[config.mk]
export PLATFORM = sky130hd
export DESIGN_NAME = tt_sweep_reader
export DESIGN_NICKNAME = d
export VERILOG_FILES = /design/src/rtl/tt_sweep_reader.sv
export SDC_FILE = /design/constraint.sdc
export NUM_CORES = 1
export LEC_CHECK = 0
export BUFFER_PORTS_ARGS = -buffer_cell sky130_fd_sc_hd__buf_4
export CAP_MARGIN = 20
export CORE_ASPECT_RATIO = 1.4
export CORE_UTILIZATION = 45
export CTS_CLUSTER_DIAMETER = 120
export DETAILED_ROUTE_END_ITERATION = 8
export PLACE_DENSITY = 0.63
export SETUP_SLACK_MARGIN = 0.5
export SLEW_MARGIN = 10
export SYNTH_ARGS = -nofsm -noshare
export SYNTH_HDL_FRONTEND = slang
export SYNTH_SLANG_ARGS = --single-unit
export TNS_END_PERCENT = 5
[constraint.sdc]
create_clock -name clk -period 6.15 [get_ports clk]
set_input_delay 0.3075 -clock clk [delete_from_list [all_inputs] [get_ports clk]]
set_output_delay 0.3075 -clock clk [all_outputs]
set_load 0.01 [all_outputs]
[src/rtl/tt_sweep_reader.sv]
// tt_sweep_reader: reads back the 8-bit truth-table code of a 3-input gate.
// It steps the gate through all 8 input vectors and lets each one settle
// for SETTLE_CYCLES clocks. It then samples the gate output and assembles
// a Wolfram-style code, where bit (7-k) is the output for input vector k.
// At the end it compares that code against an expected code latched at start.
module tt_sweep_reader #(
  parameter int SETTLE_CYCLES = 4,
  parameter int CNT_W         = 8
) (
  input  logic             clk,
  input  logic             rst_n,
  input  logic             start,
  input  logic             abort,
  input  logic [7:0]       expected,
  output logic [2:0]       dut_in,
  input  logic             dut_out,
  output logic             busy,
  output logic             done,
  output logic [7:0]       tt_code,
  output logic             match,
  output logic [7:0]       mismatch_mask
);

  // Reload value: a vector is sampled on the edge where the counter is
  // already zero, so loading SETTLE_CYCLES-1 gives SETTLE_CYCLES edges per vector.
  localparam logic [CNT_W-1:0] RELOAD = CNT_W'(SETTLE_CYCLES - 1);
  localparam logic [CNT_W-1:0] ONE    = CNT_W'(1);

  typedef enum logic [1:0] {
    IDLE,
    SWEEP,
    FINISH
  } state_t;

  state_t           state;
  logic [2:0]       idx;
  logic [CNT_W-1:0] cnt;
  logic [7:0]       exp_q;

  // Sweep controller: the only sequential block. Every output is registered here.
  always_ff @(posedge clk or negedge rst_n) begin
    if (!rst_n) begin
      state         <= IDLE;
      idx           <= 3'd0;
      cnt           <= '0;
      exp_q         <= 8'h00;
      dut_in        <= 3'b000;
      busy          <= 1'b0;
      done          <= 1'b0;
      tt_code       <= 8'h00;
      match         <= 1'b0;
      mismatch_mask <= 8'h00;
    end else begin
      done <= 1'b0;
      case (state)
        IDLE: begin
          if (start && !abort) begin
            exp_q         <= expected;
            tt_code       <= 8'h00;
            match         <= 1'b0;
            mismatch_mask <= 8'h00;
            idx           <= 3'd0;
            dut_in        <= 3'b000;
            cnt           <= RELOAD;
            busy          <= 1'b1;
            state         <= SWEEP;
          end
        end
        SWEEP: begin
          if (abort) begin
            state  <= IDLE;
            busy   <= 1'b0;
            dut_in <= 3'b000;
          end else if (cnt != '0) begin
            cnt <= cnt - ONE;
          end else begin
            tt_code[3'd7 - idx] <= dut_out;
            if (idx != 3'd7) begin
              idx    <= idx + 3'd1;
              dut_in <= idx + 3'd1;
              cnt    <= RELOAD;
            end else begin
              state  <= FINISH;
              dut_in <= 3'b000;
            end
          end
        end
        FINISH: begin
          match         <= (tt_code == exp_q);
          mismatch_mask <= tt_code ^ exp_q;
          done          <= 1'b1;
          busy          <= 1'b0;
          state         <= IDLE;
        end
        default: begin
          state <= IDLE;
        end
      endcase
    end
  end

endmodule

; ---- Word level (Yosys, flattened, before mapping)
; Cells that the tools add are included.
[word_totals]
ram_bits = 0
romBits = 0
mem_count = 0
output_inout_bits = 22
word_cells = 77
latch_bits = 0
reg_bits = 43
in_bits = 13
[classes]
mux = 33
div = 0
eq_ne = 12
n_shift = 0
reduce_logical = 16
n_addsub = 3
magnitude_cmp = 2
mul = 0
n_bitwise = 1
[op_table]
columns = op, n
row1 = two-way mux 8 bit, 7
row2 = case mux 8 bit (2 select lines), 3
row3 = two-way mux 3 bit, 7
row4 = inequality test 3 bit (second input constant), 4
row5 = case mux 3 bit (2 select lines), 2
row6 = inequality test 2 bit (second input constant), 5
row7 = AND reduction 3 bit, 3
row8 = bitwise mux 8 bit, 1
row9 = equality test 8 bit, 1
row10 = two-way mux 2 bit, 4
row11 = AND reduction 4 bit, 2
row12 = nonzero test 8 bit, 1
row13 = subtractor 8 x 1 -> 8 bit (second input constant), 1
row14 = XOR 8 bit, 1
row15 = two-way mux 1 bit, 5
row16 = AND reduction 5 bit, 1
row17 = < comparator 3 x 4 -> 1 bit (second input constant), 1
row18 = case mux 2 bit (2 select lines), 1
row19 = AND reduction 2 bit, 2
row20 = nonzero test 2 bit, 2
row21 = adder 3 x 1 -> 3 bit (second input constant), 1
row22 = demux 1 bit (select 3 bit), 1
row23 = >= comparator 3 x 1 -> 1 bit (second input constant), 1
row24 = case mux 1 bit (3 select lines), 1
row25 = 8 further kinds, 9

; ---- Logic depth before layout (Yosys ltp)
; Gate-level depths: netlist (run 1).
[logic_depth]
depth_word = 9
ltp_mapped = 8
ltp_nobuf = 6

; ---- Worst setup path after synthesis (run 1)
; OpenSTA, ideal clock, no wires.
[synth_timing]
path_type = flip-flop to flip-flop
from = reg cnt[5]
to = reg idx[0]
arrival_time_ps = 1935
path_stages_with_launch = 7
path_buffers = 2
period_less_slack_ps = 2059
setup_ps = 124
required_time_ps = 6026
setup_slack_ps = 4091
path_cell_list = dfrtp_1 > or4_1 > buf_2 > or3_1 > buf_2 > and3_1 > a211o_1
[synth_between]
elab_chain_cells = 3
[synth_rtl]
columns = element, line
row1 = "start, declared", 37  ; logic [CNT_W-1:0] cnt;
row2 = "start signal, assigned", 75  ; cnt <= cnt - ONE;
row3 = nonzero test 8 bit, 74  ; end else if (cnt != '0) begin
row4 = inequality test 2 bit (no source line), --
row5 = AND reduction 5 bit (no source line), --
row6 = "end signal, assigned", 79  ; idx <= idx + 3'd1;
row7 = "end, declared", 36  ; logic [2:0] idx;
; Every way passes these cells.
; A chain may end at the register's enable or synchronous reset.

; ---- Final worst setup path (run 1)
[layout_timing]
from = reg state[1]
to = reg cnt[4]
[layout_between]
elab_chain_cells = 3
word_cells_on_any_way = 8
cone_classes = eq/ne: 4 / mux: 1 / reduce/logical: 3
[layout_rtl]
columns = element, line
row1 = "start, declared", 35  ; state_t state;
row2 = "start signal, assigned", 43  ; state <= IDLE;
row3 = "start signal, assigned", 66  ; state <= SWEEP;
row4 = "start signal, assigned", 71  ; state <= IDLE;
row5 = equality test 2 x 1 -> 1 bit / zero test 2 bit (equally long branches), 55  ; case (state)
row6 = "inequality test 3 bit (no source line), or another cell as far along", --
row7 = AND reduction 4 bit (no source line), --
; Parallel ways exist; a longest one is shown, timed or not.

==> results_dict.tcl, run 1 <==
set metrics [dict create \
    status "complete, but fails checks" \
    violations "hold timing" \
    synthFlopType "dfrtp_1" \
    grt_start_max_net_pins 44 \
    root_buffer "clkbuf_8" \
    r2r_end "cnt[4]$_DFFE_PN0P_" \
    final_nets 262 \
    drc_errors 0 \
    synth_edf_count 0 \
    postCtsHoldBufs 0 \
    synth_compound_area_share_pct 15.0 \
    layout-drive-gt1-share_pct 22.6 \
    ant_nets 0 \
    rows 29 \
    post-route-min-period_ps 2620 \
    netlist_area_sq_um 2230 \
    timing.setup.tns_ps 0 \
    async_flop_share_pct 100 \
    slew_headroom_pct 43.2 \
    post-route-util_pct 57.1 \
    n_fill_cell 437 \
    worst_slew_pin_slew_ps 840 \
    io_buffers 34 \
    power_density_nw_per_um2 381 \
    hold_path_class "in2async" \
    timing.rr.start "state[1]$_DFFE_PN0P_" \
    path_buf_inv 1 \
    yosys.area.top_type_share_pct 48.2 \
    cts_resized 0 \
    reg2regPathDepth 6 \
    netlist_instances 212 \
    setup_viol 0 \
    rsz0062_at_grt "false" \
    cts_tree "built" \
    yosysTopAreaCell "dfrtp_1" \
    place_hpwl_um 3350 \
    clk_path_buf_depth 2 \
    rrSetupSlack_ps 3530 \
    p_leak_uw 0.00128 \
    avgRoutedWirePerCell_um 14.8 \
    synth.area.mux_share_pct 7.29 \
    yosysWarnings 0 \
    synth_top_family_by_area "simple AND/OR/NAND/NOR gates" \
    boundaryPins 35 \
    hold_violations 7 \
    initialDrtViolationCount 37 \
    syn-mean-instance-area_sq_um 10.5 \
    path_class "reg2reg" \
    h-tree-depth 2 \
    clock_skew_ps 7.69 \
    crit_required_ps 6360 \
    fp.dieW_um 61.5 \
    vias_per_cell 5.68 \
    grt_pass1_vias 1654 \
    clk_latency_ps 290 \
    cts_num_sinks 43 \
    antenna_found_initial 0 \
    synth_fp_nets 232 \
    cp_top_family "simple AND/OR/NAND/NOR gates" \
    layout_commonest_cell "dfrtp_1" \
    grt_overflow 0 \
    arrival_ps 2840 \
    final_cell_mix "43 x dfrtp_1, 34 x buf_4, 17 x nand2_1" \
    slew_viol_final 0 \
    clock.fmax_mhz 381 \
    holdWs_ps -4.25 \
    cts_buffers 5 \
    post_cts.repair.setup_buffers 0 \
    crit_chain "inv_1, ha_1, mux2i_1, or2_2, or4_1, a21oi_1" \
    peakVddDrop_v 0.000202 \
    maxCapViolations 0 \
    die_h_um 85.3 \
    path_clk_slew_ps 80 \
    slowest_delay_ps 650 \
    critPathLaunchType "flop" \
    cp_max_fo 25 \
    routabilityCongestion 0.755 \
    ys_top_cells_by_area "dfrtp_1 48%, mux2_2 5.0%, ha_1 3.9%" \
    start_util_pct 48.0 \
    dr.pass1.iters 3 \
    wl_um 4520 \
    seq_area_frac_synth_pct 48.2 \
    coreArea_sq_um 4640 \
    cp-end-kind "flop" \
    synth.distinct_cells 40 \
    crit_slowest_cell "ha_1" \
    grt_use_total_pct 18.6 \
    grt_pass1_wl_um 7450 \
    antenna_cells 0 \
    vias 1731 \
    synth-xor-area-share_pct 3.14 \
    yosys.area_share.simple_pct 18.7 \
    ys_seq_elements 43 \
    synthAdderAreaFrac_pct 3.93 \
    die_area_sq_um 5250 \
    area_growth_pct 18.9 \
    fin_crit_sh_pct 42.7 \
]
==> power by group <==
group	switching, uW	leakage [uW]	internal (uW)	total [uW]
Sequential	68.6	0.000557	351	420
Clock	93.7	0.0000654	162	256
Combinational	180	0.000662	155	336
==> cell type report <==
class | count | area [sq um] | area share, %
inverter | 10 | 37.5 | 1.42
clock buffer | 6 | 72.6 | 2.74
tap | 62 | 77.6 | 2.92
clock inverter | 2 | 60.1 | 2.26
sequential | 43 | 1080 | 40.6
multi-input combinational | 148 | 1070 | 40.5
timing repair buffer | 34 | 255 | 9.62
==> kinds of logic after synthesis <==
kind of cell    Yosys count
compound gates           45
flops                    43
fa+ha+maj                 7
xor+xnor                  8
mux                      15
simple gates             73
buf+inv                  21
==> Yosys cell counts (2+ instances only) <==
master	n
nor3_1	6
and3_1	4
buf_1	2
or4_1	10
o311ai_0	2
inv_1	10
nor2b_1	3
or3_1	7
mux2i_1	5
a311oi_1	2
o211ai_1	4
ha_1	7
a211o_1	3
nand2_1	17
nor4_1	4
o31ai_1	6
clkbuf_1	7
nand3_1	7
a21o_1	2
nand2b_1	3
mux2_2	10
or2_2	2
dfrtp_1	43
a22o_1	8
and2_1	3
nor4b_1	3
nor2_1	2
a21oi_1	10
buf_2	2
xor2_1	8
==> per-stage QoR <==
| step | power [uW] | area, sq um | setup slack, ps | instances | hold WS [ps] |
|---|---|---|---|---|---|
| 6_report | 1010 | 2650 | 3530 | 305 | -4.25 |
| 5_1_grt | 1080 | 2650 | 3300 | 305 | 32.8 |
| 4_1_cts | 1020 | 2650 | 3530 | 305 | 18.6 |
| 3_5_place_dp | 765 | 2520 | 3540 | 297 | 336 |
| 3_3_place_gp | 755 | 2520 | 3610 | 297 | 335 |
| 2_1_floorplan | 658 | 2230 | 4090 | 212 | 11.9 |
==> how the worst max path moves through the flow <==
stage	slack [ps]	endpoint	cells after the start	from
finish	3530	cnt[4]$_DFFE_PN0P_	6	state[1]$_DFFE_PN0P_
global route	3300	cnt[4]$_DFFE_PN0P_	6	state[1]$_DFFE_PN0P_
CTS	3530	cnt[2]$_DFFE_PN0P_	6	state[1]$_DFFE_PN0P_
detailed placement	3540	cnt[4]$_DFFE_PN0P_	6	state[1]$_DFFE_PN0P_
global placement	3610	cnt[4]$_DFFE_PN0P_	6	state[1]$_DFFE_PN0P_
floorplan	4090	idx[0]$_DFFE_PN0P_	6	cnt[5]$_DFFE_PN0P_
==> state kept, by name, summed over array words and instances, names as in the netlist <==
| signal | cells |
|---|---|
| cnt | 8 |
| exp_q | 8 |
| mismatch_mask | 8 |
| tt_code | 8 |
| dut_in | 3 |
| idx | 3 |
| state | 2 |
| busy | 1 |
| done | 1 |
| match | 1 |
==> metal layers <==
layer | global-route usage, % | wire [um] | vias to the layer above
met5 | 0 | 0 | -
met4 | 5.45 | 61 | 0
met3 | 2.74 | 100 | 7
met2 | 33.4 | 2450 | 23
met1 | 22.0 | 1910 | 851
li1 | - | - | 850
Note: power is estimated with default switching activity, not from simulation.
==> run 2, diff against run 1 <==
- ABC_AREA: not set -> 1
- clock period: 6.15 -> 2.66 ns (I/O delays scaled with it)
==> results_dict.tcl, run 2 <==
set metrics [dict create \
    power_density_nw_per_um2 983 \
    netlist_area_sq_um 2270 \
    synth_common_cells "103 x nand2_1, 43 x dfrtp_1, 25 x nand3_1, 16 x o21ai_1, 14 x inv_2" \
    fin_crit_sh_pct 70.1 \
    fp.dieW_um 62.0 \
    place_hpwl_um 3410 \
    syn-mean-instance-area_sq_um 8.07 \
    endpoint "idx[0]$_DFFE_PN0P_" \
    routabilityCongestion 0.790 \
    area_growth_pct 20.0 \
    final_nets 338 \
    status "finished, final reports clean" \
    async_flop_share_pct 100 \
    synthFlopType "dfrtp_1" \
    r2r_end "idx[0]$_DFFE_PN0P_" \
    setup_viol 0 \
    cp-end-kind "flop" \
    grt_overflow 0 \
    maxCapViolations 0 \
    avgRoutedWirePerCell_um 11.7 \
    path_clk_slew_ps 80 \
    path_class "reg2reg" \
    boundaryPins 35 \
    vias_per_cell 4.84 \
    netlist_instances 281 \
    wl_um 4500 \
    yosysTopAreaCell "dfrtp_1" \
    antenna_found_initial 0 \
    root_buffer "clkbuf_8" \
    clk_path_buf_depth 2 \
    rows 30 \
    hold_violations 0 \
    grt_pass1_vias 1750 \
    cts_tree "built" \
    slew_headroom_pct 64.6 \
    grt_start_max_net_pins 44 \
    peakVddDrop_v 0.000602 \
    yosys.area.top_type_share_pct 47.5 \
    p_leak_uw 0.00150 \
    clock_skew_ps 3.58 \
    crit_start "state[1]$_DFFE_PN0P_" \
    post_cts.repair.setup_buffers 0 \
    rrSetupSlack_ps 790 \
    p_total_uw 2680 \
    worst_slew_pin_slew_ps 532 \
    synth_fp_nets 301 \
    hold_path_class "in2reg" \
    antenna_cells 0 \
    seq_area_frac_synth_pct 47.5 \
    start_util_pct 46.8 \
    clk_latency_ps 290 \
    critPathLaunchType "flop" \
    crit_required_ps 2850 \
    dr.pass1.iters 4 \
    cp_max_fo 11 \
    drc_errors 0 \
    reg2regPathDepth 12 \
    cts_resized 0 \
    timing.rr.start "state[1]$_DFFE_PN0P_" \
    arrival_ps 2060 \
    timing.setup.tns_ps 0 \
    rsz0062_at_grt "false" \
    slew_viol_final 0 \
    ys_seq_elements 43 \
    die_area_sq_um 5330 \
    postCtsHoldBufs 1 \
    cts_num_sinks 43 \
    ys_top_cells_by_area "dfrtp_1 47%, nand2_1 17%, nand3_1 5.5%" \
    synth_edf_count 0 \
    coreArea_sq_um 4840 \
    ant_nets 0 \
    io_buffers 34 \
    h-tree-depth 2 \
    cts_buffers 5 \
    initialDrtViolationCount 83 \
    grt_pass1_wl_um 7510 \
    yosysMostFrequentCell "nand2_1" \
    grt_use_total_pct 19.0 \
    layout-drive-gt1-share_pct 21.3 \
    yosysWarnings 0 \
    clock.fmax_mhz 536 \
    synth.distinct_cells 25 \
    layout_commonest_cell "nand2_1" \
    post-route-min-period_ps 1870 \
    final_cell_mix "103 x nand2_1, 43 x dfrtp_1, 36 x buf_4, 25 x nand3_1, 16 x o21ai_1" \
    die_h_um 86.0 \
    vias 1855 \
]
[run 2: cell types whose count changed after synthesis, moves of 11 or more]
cell / previous run / this run
inv_2: 0 / 14
nand2_1: 17 / 103
nand3_1: 7 / 25
nor2_1: 2 / 13
o21ai_1: 0 / 16
[run 2: worst min path at each step]
stage                      startpoint              endpoint  depth (start not counted)
final                     expected[2]  exp_q[2]$_DFFE_PN0P_                          3
after global routing      expected[7]  exp_q[7]$_DFFE_PN0P_                          3
after CTS                 expected[2]  exp_q[2]$_DFFE_PN0P_                          3
after detailed placement        rst_n  exp_q[2]$_DFFE_PN0P_                          1
after global placement          rst_n  exp_q[2]$_DFFE_PN0P_                          1
after floorplan                 rst_n      busy$_DFFE_PN0P_                          0
[run 2: critical path: stages, from the launching register on]
cell     delay [ps]
dfrtp_1         420
inv_1            90
ha_1            210
nand3_1          90
buf_4           180
nand2_1          90
nand2_2         120
inv_2            90
nand2_2         110
nor2_2          180
inv_2            60
nand2_1          50
nand2_1          50
[run 2: kinds of logic after synthesis]
kind of cell	Yosys count	share of synthesized area [%]
AND/OR/NAND/NOR	160	31.4
flip-flops	43	47.5
buffers and inverters	34	6.29
AO/OA/AOI/OAI	26	6.73
XOR/XNOR	11	4.25
adder cells (fa/ha/maj)	7	3.86
[run 2: layout make-up]
cell class / instances / area [sq um]
multi-input combinational: 204 / 1050
tap: 64 / 80.1
fill: 460 / 2120
timing repair buffer: 37 / 280
inverter: 27 / 103
clock buffer: 6 / 72.6
sequential: 43 / 1080
clock inverter: 2 / 60.1
[run 2: layer usage]
layer	global-route usage [%]	vias up	share of wire, %
li1	-	971	-
met1	19.8	844	42
met2	35.0	32	53
met3	3.62	8	3.0
met4	7.88	0	2.2
met5	0	-	0
[run 2: power breakdown]
group          leakage (uW)  switching (uW)  internal, uW
logic              0.000858             689           416
registers          0.000573             157           817
clock network     0.0000654             222           375
[run 2: metrics by stage]
stage	hold WS, ps	cells	setup slack (ps)	utilization (%)	area [sq um]
floorplan	-163	281	1090	-	2270
global placement	157	374	863	53.2	2580
detailed placement	158	374	798	53.2	2580
CTS	21.4	383	784	56.2	2720
global route	16.6	383	591	56.2	2720
finish	27.0	383	795	56.2	2720
==> run 3, diff against run 2 <==
- clock period: 2.66 -> 1.85 ns (I/O delays scaled with it)
==> results_dict.tcl, run 3 (same netlist as run 2, synthesis figures left out) <==
set metrics [dict create \
    cts_buffers 5 \
    boundaryPins 35 \
    maxCapViolations 0 \
    hold_path_class "in2reg" \
    dr.pass1.iters 4 \
    power_density_nw_per_um2 1430 \
    h-tree-depth 2 \
    avgRoutedWirePerCell_um 12.6 \
    place_hpwl_um 3380 \
    antenna_found_initial 0 \
    fin_cells 406 \
    path_class "reg2reg" \
    die_area_sq_um 5330 \
    post-route-util_pct 63.3 \
    layout-drive-gt1-share_pct 28.9 \
    timing.setup.tns_ps 0 \
    clk_latency_ps 300 \
    setup_viol 0 \
    cts_tree "built" \
    grt_use_met3_pct 2.87 \
    cts_num_sinks 43 \
    area_growth_pct 35.2 \
    coreArea_sq_um 4840 \
    drc_errors 0 \
    peakVddDrop_v 0.000911 \
    post-place-cells 376 \
    met1_usage_pct 22.5 \
    post-route-min-period_ps 1570 \
    fp.dieW_um 62.0 \
    wl_um 5130 \
    worst_slew_pin_slew_ps 539 \
    n_fill_cell 411 \
    status "finished, final reports clean" \
    final_cell_mix "96 x nand2_1, 48 x buf_4, 42 x dfrtp_1, 23 x nand3_1, 16 x o21ai_1" \
    grt_start_max_net_pins 44 \
    io_buffers 34 \
    slew_viol_final 0 \
    vias 1975 \
    critPathLaunchType "flop" \
    grt_pass1_wl_um 8440 \
    fin_crit_sh_pct 84.9 \
    arrival_ps 1760 \
    use_met2_pct 39.7 \
    initialDrtViolationCount 71 \
    path_clk_slew_ps 80 \
    cp-end-kind "flop" \
    clk_path_buf_depth 2 \
    cp_max_fo 4 \
    die_h_um 86.0 \
    final_nets 361 \
    clock_skew_ps 6.00 \
    p_leak_uw 0.00162 \
    rows 30 \
    crit_required_ps 2040 \
    busiest_layer "met2" \
    holdWs_ps 147 \
    ant_nets 0 \
    rsz0062_at_grt "true" \
    grt_pass1_vias 1984 \
    routabilityCongestion 0.799 \
    grt_overflow 0 \
    slew_headroom_pct 64.1 \
    hold_violations 0 \
    clock.fmax_mhz 637 \
    grt_use_total_pct 21.6 \
    vias_per_cell 4.86 \
    root_buffer "clkbuf_8" \
    layout_commonest_cell "nand2_1" \
    start_util_pct 46.8 \
    antenna_cells 0 \
]
-- run 3: cell count changes in the layout (fill, tap and decap cells not counted), sizes merged --
cell / delta
dlygate4sd3: +8
nor2: +1
buf: +14
-- run 3: what timing repair did --
item                       4_1_cts  5_1_grt
hold buffers                     9        0
resized for setup               15        4
gates cloned                     1        0
setup buffers                    9        3
setup endpoints to repair       42       42
pin swaps                        7        5
hold endpoints to repair        51        0
-- run 3: path summary, 6_finish.rpt --
| path | startpoint | endpoint | slack (ps) | cells past startpoint |
|---|---|---|---|---|
| worst max-delay path | state[0]$_DFFE_PN0P_ | idx[1]$_DFFE_PN0P_ | 280 | 11 |
| worst min-delay path | abort | dut_in[0]$_DFFE_PN0P_ | 150 | 4 |
| worst max register to register | state[0]$_DFFE_PN0P_ | idx[1]$_DFFE_PN0P_ | 280 | 11 |
| worst min register to register | cnt[0]$_DFFE_PN0P_ | cnt[0]$_DFFE_PN0P_ | 470 | 1 |
| max in group asynchronous | rst_n | state[0]$_DFFE_PN0P_ | 1140 | 2 |
| min in group asynchronous | rst_n | mismatch_mask[1]$_DFFE_PN0P_ | 320 | 2 |
-- run 3: metrics by stage --
stage	setup slack [ps]	power (uW)	instance area [sq um]
floorplan	383	2730	2320
CTS	353	4300	3020
global route	203	4710	3070
detailed placement	229	3130	2640
global placement	250	3120	2640
finish	280	4400	3070
-- run 3: worst max-delay path, stage by stage, from the launching register on --
cell and delay, ps:
dfrtp_2 450, inv_2 90, ha_4 160, nand3_4 90
nand2_4 110, nand2_8 90, inv_6 80, nand2_8 50
nor2_4 140, inv_2 60, nand2_1 60, nand2_1 60
-- run 3: where the power goes --
part	leakage [uW]	switching [uW]	total (uW)	internal, uW
Sequential	0.000572	200	1380	1180
Clock	0.0000654	318	857	539
Combinational	0.000982	1260	2160	909
Total	0.00162	1770	4400	2620
-- run 3: final cells by class --
cell class / instances / area, sq um / share of cell area (%)
clock inverters: 2 / 60.1 / 1.96
repair buffers: 59 / 485 / 15.8
inverters: 27 / 110 / 3.59
well taps: 64 / 80.1 / 2.61
multi-input cells: 205 / 1180 / 38.5
flip-flops and latches: 43 / 1080 / 35.1
clock buffers: 6 / 72.6 / 2.37
-- run 3: routing by layer --
metal | up-vias | share of wire (%) | wire [um]
li1 | 1016 | - | -
met1 | 918 | 40 | 2060
met2 | 32 | 55 | 2820
met3 | 9 | 2.9 | 151
met4 | 0 | 1.9 | 99
met5 | - | 0 | 0
